===== src/rtl/port_channel.sv =====
// rtl/port_channel.sv - CPU port-bus responder bridging a 4-word register window to TX/RX stream FIFOs.
// Optional feature: PORT_CHANNEL_LOOPBACK_EN enables the CTRL loopback path.
module port_channel #(
    parameter int                   WORD_SIZE  = 16,
    parameter logic [WORD_SIZE-1:0] BASE_ADDR  = 16'hFF00,
    parameter int                   DEPTH_LOG2 = 3
) (
    input  logic                 clk,
    input  logic                 do_reset,
    input  logic [WORD_SIZE-1:0] portaddr,
    input  logic [WORD_SIZE-1:0] portval,
    input  logic                 portget,
    input  logic                 portset,
    output logic [WORD_SIZE-1:0] portout,
    output logic                 hit,
    output logic [WORD_SIZE-1:0] tx_data,
    output logic                 tx_valid,
    input  logic                 tx_ready,
    input  logic [WORD_SIZE-1:0] rx_data,
    input  logic                 rx_valid,
    output logic                 rx_ready
);

    localparam int DEPTH = 1 << DEPTH_LOG2;
    localparam int CW    = DEPTH_LOG2 + 1;

    localparam logic [1:0] OFF_DATA   = 2'd0;
    localparam logic [1:0] OFF_STATUS = 2'd1;
    localparam logic [1:0] OFF_CLEAR  = 2'd2;
    localparam logic [1:0] OFF_CTRL   = 2'd3;

    logic [WORD_SIZE-1:0]  tx_mem [DEPTH];
    logic [WORD_SIZE-1:0]  rx_mem [DEPTH];
    logic [DEPTH_LOG2-1:0] tx_rd, tx_wr, rx_rd, rx_wr;
    logic [CW-1:0]         tx_count, rx_count;
    logic                  tx_overflow, rx_underflow;

    logic                  in_win;
    logic [1:0]            offset;
    logic                  tx_full, tx_empty, rx_full, rx_empty;
    logic                  tx_push_req, tx_push, tx_pop;
    logic                  rx_pop_req, rx_pop, rx_push;
    logic                  clear_wr, move;
    logic                  loop;
    logic [WORD_SIZE-1:0]  rx_wdata;
    logic [15:0]           status16;
    logic [WORD_SIZE+15:0] status_ext;
    logic [WORD_SIZE-1:0]  status_val;
    logic [WORD_SIZE-1:0]  ctrl_val;

    function automatic logic [3:0] cnt4(input logic [CW-1:0] c);
        logic [CW+3:0] w;
        w = {4'b0000, c};
        return w[3:0];
    endfunction

    assign in_win = (portaddr[WORD_SIZE-1:2] == BASE_ADDR[WORD_SIZE-1:2]);
    assign offset = portaddr[1:0];
    assign hit    = in_win && (portget || portset);

    assign tx_full  = (tx_count == CW'(DEPTH));
    assign tx_empty = (tx_count == '0);
    assign rx_full  = (rx_count == CW'(DEPTH));
    assign rx_empty = (rx_count == '0);

`ifdef PORT_CHANNEL_LOOPBACK_EN
    logic ctrl_wr;
    assign ctrl_wr = portset && in_win && (offset == OFF_CTRL);

    always_ff @(posedge clk) begin
        if (do_reset) begin
            loop <= 1'b0;
        end else if (ctrl_wr) begin
            loop <= portval[0];
        end
    end
`else
    assign loop = 1'b0;
`endif

    // In loopback the external handshakes are masked and the TX head feeds RX directly.
    assign move     = loop && !tx_empty && !rx_full && !do_reset;
    assign tx_valid = !tx_empty && !do_reset && !loop;
    assign rx_ready = !rx_full && !do_reset && !loop;
    assign tx_data  = tx_mem[tx_rd];
    assign rx_wdata = loop ? tx_mem[tx_rd] : rx_data;
    assign ctrl_val = {{(WORD_SIZE-1){1'b0}}, loop};

    assign tx_push_req = portset && in_win && (offset == OFF_DATA);
    assign tx_pop      = (tx_valid && tx_ready) || move;
    assign tx_push     = tx_push_req && (!tx_full || tx_pop);

    assign rx_pop_req  = portget && in_win && (offset == OFF_DATA);
    assign rx_pop      = rx_pop_req && !rx_empty;
    assign rx_push     = (rx_valid && rx_ready) || move;

    assign clear_wr    = portset && in_win && (offset == OFF_CLEAR);

    assign status16   = {2'b00, rx_underflow, tx_overflow, cnt4(rx_count), cnt4(tx_count),
                         rx_full, rx_empty, tx_empty, tx_full};
    assign status_ext = {{WORD_SIZE{1'b0}}, status16};
    assign status_val = status_ext[WORD_SIZE-1:0];

    always_comb begin
        portout = '0;
        if (portget && in_win) begin
            case (offset)
                OFF_DATA:   portout = rx_empty ? '0 : rx_mem[rx_rd];
                OFF_STATUS: portout = status_val;
                OFF_CTRL:   portout = ctrl_val;
                default:    portout = '0;
            endcase
        end
    end

    // Storage is not reset; pointers and counts define what is valid.
    always_ff @(posedge clk) begin
        if (tx_push) begin
            tx_mem[tx_wr] <= portval;
        end
        if (rx_push) begin
            rx_mem[rx_wr] <= rx_wdata;
        end
    end

    always_ff @(posedge clk) begin
        if (do_reset) begin
            tx_rd        <= '0;
            tx_wr        <= '0;
            rx_rd        <= '0;
            rx_wr        <= '0;
            tx_count     <= '0;
            rx_count     <= '0;
            tx_overflow  <= 1'b0;
            rx_underflow <= 1'b0;
        end else begin
            if (tx_push) begin
                tx_wr <= tx_wr + DEPTH_LOG2'(1);
            end
            if (tx_pop) begin
                tx_rd <= tx_rd + DEPTH_LOG2'(1);
            end
            tx_count <= tx_count + CW'(tx_push) - CW'(tx_pop);

            if (rx_push) begin
                rx_wr <= rx_wr + DEPTH_LOG2'(1);
            end
            if (rx_pop) begin
                rx_rd <= rx_rd + DEPTH_LOG2'(1);
            end
            rx_count <= rx_count + CW'(rx_push) - CW'(rx_pop);

            // A set on the same edge as a clear takes priority.
            if (tx_push_req && tx_full && !tx_pop) begin
                tx_overflow <= 1'b1;
            end else if (clear_wr && portval[12]) begin
                tx_overflow <= 1'b0;
            end
            if (rx_pop_req && rx_empty) begin
                rx_underflow <= 1'b1;
            end else if (clear_wr && portval[13]) begin
                rx_underflow <= 1'b0;
            end
        end
    end

endmodule


===== config.mk =====
export PLATFORM = sky130hd
export DESIGN_NAME = port_channel
export DESIGN_NICKNAME = d
export VERILOG_FILES = /design/src/rtl/port_channel.sv
export SDC_FILE = /design/constraint.sdc
export NUM_CORES = 1
export LEC_CHECK = 0
export CORE_ASPECT_RATIO = 0.9
export CORE_MARGIN = 2
export CORE_UTILIZATION = 42
export CTS_BUF_LIST = sky130_fd_sc_hd__clkbuf_16
export CTS_CLUSTER_DIAMETER = 30
export DETAILED_ROUTE_END_ITERATION = 12
export PLACE_DENSITY = 0.61
export SLEW_MARGIN = 25
export SYNTH_ARGS = -nofsm -noshare
export SYNTH_HDL_FRONTEND = slang
export SYNTH_SLANG_ARGS = --single-unit

===== constraint.sdc =====
create_clock -name clk -period 4.4 [get_ports clk]
set_clock_uncertainty 0.1 [all_clocks]
set_input_delay 0.88 -clock clk [delete_from_list [all_inputs] [get_ports clk]]
set_output_delay 0.88 -clock clk [all_outputs]
set_load 0.005 [all_outputs]

==> impl_metrics.ini <==
[finish]
layout.cells.non_filler = 1159
drive_gt1_share_pct = 28.1
final_nets = 837
area.growth.synth_to_final_pct = 30.3

[cts]
clock-sinks = 284
cts_max_path_buffers = 3
cts_setup_buffers = 0
cts_tree = done
clkTransAtPathRegs_ns = 0.06
postCtsResizedCells = 0
root_buffer = clkbuf_16
cts_hold_buf = 0
htreeDepth = 2
insertion_delay_ns = 0.55
numCtsBuffers = 54

[die]
start_util_pct = 43.0
rows = 56
die_y_um = 160
dieArea_sq_um = 28200
die_w_um = 177
core_sq_um = 26300
ios = 89

[logic_synthesis]
syn_nets = 681
synth_edf_count = 256
ys.flop_type = edfxtp_1
ys_types = 44
yosys.area.top_type = edfxtp_1
synthArstFlopShare_pct = 0
synth_area_leaders = edfxtp_1 (68%), mux4_2 (11%), dfxtp_1 (5.0%)
yosysWarnings = 0
seq_area_frac_synth_pct = 73.0
syn_area_sq_um = 11300
ys_ff_latch = 284
synth.avg_cell_area_sq_um = 18.5
synth_top_area_share_pct = 68.0
synthCells = 610

[run]
cap_violations = 0

[power_and_ir_drop]
cellLeakagePower_nw = 4.77
cellPowerDensity_nw_per_um2 = 523
vdd_drop_max_mv = 0.341

[detailed_routing]
ant_nets = 0
routed_via_density = 5.33
num_vias = 6183
drc = 0
wl_per_cell_um = 21.2
dr.pass1.iters = 5
drtIter0Drc = 542
finalWirelength_mm = 24.6

[global_routing]
antenna_found_initial = 1
busiest_layer = met2
grt_pass1_vias = 6641
use_met2_pct = 28.8
grt_use_met3_pct = 3.93
grt_max_degree = 33
grt_pass1_wl_mm = 38.0
use_met1_pct = 24.2
overflow = 0
grtUsageTotal_pct = 17.9

[critical_path]
crit_fanout = 15
end_kind = primary output
crit_required_ns = 3.42
path_class = in2out
crit_arrival_ns = 3.34
start_kind = primary input

[placed_design]
gp_congestion = 0.779
dp.cells = 1058
place_hpwl_mm = 15.5
io_buffers = 88

[timing]
rsz0062_at_grt = false
fmax_mhz = 231
worstMarginPinSlew_ns = 0.929
hold_violations = 0
final.min_clock_period_ns = 4.32
timing.slew.headroom_pct = 38.0
timing.final.crit_share_pct = 98.2
drv_slew = 0
finalSetupTns_ns = 0
holdWs_ns = 0.396
finalSetupViolCount = 0

[min_path]
hold_path.class = reg2reg

[outcome]
status = complete, no violations
area by class of cell:
class | instances | area (sq um)
sequential | 284 | 8250
timing repair buffer | 129 | 1210
antenna | 1 | 2.50
multi-input combinational | 282 | 2930
clock buffer | 55 | 1380
fill | 1967 | 11500
inverter | 15 | 56.3
clock inverter | 45 | 472
tap | 348 | 435
cell families (layout without fill, tap and decap cells):
group,Yosys count,in the layout,synth area share (%)
flops,284,284,73.0
mux,98,98,14.9
simple gates,95,95,4.27
compound gates,65,65,3.80
buf+inv,44,244,1.56
fa+ha+maj,17,17,2.01
xor+xnor,7,7,0.542
other cells,0,1,0
cells in the mapped netlist, types with 3 or more instances:
library cell,number
inv_1,15
or3_1,3
ha_1,15
edfxtp_1,256
nand2_1,23
dfxtp_1,28
a21o_1,3
a21oi_1,24
nor2b_1,5
a22oi_1,11
buf_1,6
nor2_1,26
clkbuf_1,14
nor4_1,3
xnor2_1,6
nor3_1,8
nand3_1,6
mux2_2,19
mux4_2,54
nand2b_1,8
o21ai_0,4
buf_2,9
o211ai_1,10
mux2i_1,25
placed cells by master (no fill, tap or decap), drive strengths merged, types with 3 or more instances in the layout:
master | netlist | layout
a21o | 3 | 3
nand2b | 8 | 8
a22oi | 11 | 11
nor3 | 8 | 8
o211ai | 10 | 10
xnor2 | 6 | 6
mux2i | 25 | 25
bufinv | 0 | 4
or4 | 3 | 3
clkbuf | 14 | 55
clkinv | 0 | 21
clkinvlp | 0 | 7
or3 | 3 | 3
edfxtp | 256 | 256
buf | 15 | 41
dfxtp | 28 | 28
clkdlybuf4s50 | 0 | 88
o21ai | 4 | 4
nor2b | 5 | 5
mux4 | 54 | 54
inv | 15 | 28
nor4 | 3 | 3
nor2 | 26 | 26
mux2 | 19 | 19
ha | 15 | 15
a21oi | 24 | 24
nand3 | 6 | 6
nand2 | 23 | 23
stage by stage:
step	utilization (%)	instance area (sq um)	total power [mW]	worst slack, ns
5_1_grt	56.1	14700	7.99	0.0136
3_3_place_gp	49.0	12900	3.72	0.145
6_report	56.1	14700	7.71	0.0790
2_1_floorplan	-	11300	3.46	0.566
4_1_cts	56.1	14700	7.78	0.0591
3_5_place_dp	49.0	12900	3.74	0.116
where the power goes:
| part | internal (mW) | switching (mW) |
|---|---|---|
| Clock | 2.57 | 1.45 |
| Combinational | 0.339 | 0.291 |
| Sequential | 3.01 | 0.0537 |
| Total | 5.92 | 1.79 |
sequential cells by signal, summed over array words and instances, names as in the netlist, named ones only:
signal        cells
rx_mem          128
tx_mem          128
rx_count          4
tx_count          4
rx_rd             3
rx_wr             3
tx_rd             3
tx_wr             3
rx_underflow      1
tx_overflow       1
worst max-delay path: stages:
cell and delay, ns:
clkdlybuf4s50_1 0.40, or4_4 0.55, or4_1 0.52, buf_4 0.23
a21oi_1 0.20, clkdlybuf4s50_1 0.55
per-layer routing:
| layer | vias up | routed length (um) |
|---|---|---|
| met4 | 0 | 630 |
| met2 | 219 | 11900 |
| met1 | 3120 | 10400 |
| met5 | - | 0 |
| met3 | 45 | 1690 |
| li1 | 2799 | - |
path summary, 6_finish.rpt:
kind,from,endpoint,cells past startpoint,slack (ns)
max reg2reg,rx_count[2],rx_count[2],12,1.37
max,portaddr[3],portout[12],6,0.08
min,tx_rd[2],flip-flop,1,0.40
min reg2reg,tx_rd[2],flip-flop,1,0.40
No activity file was read; power rests on OpenSTA's default activity.
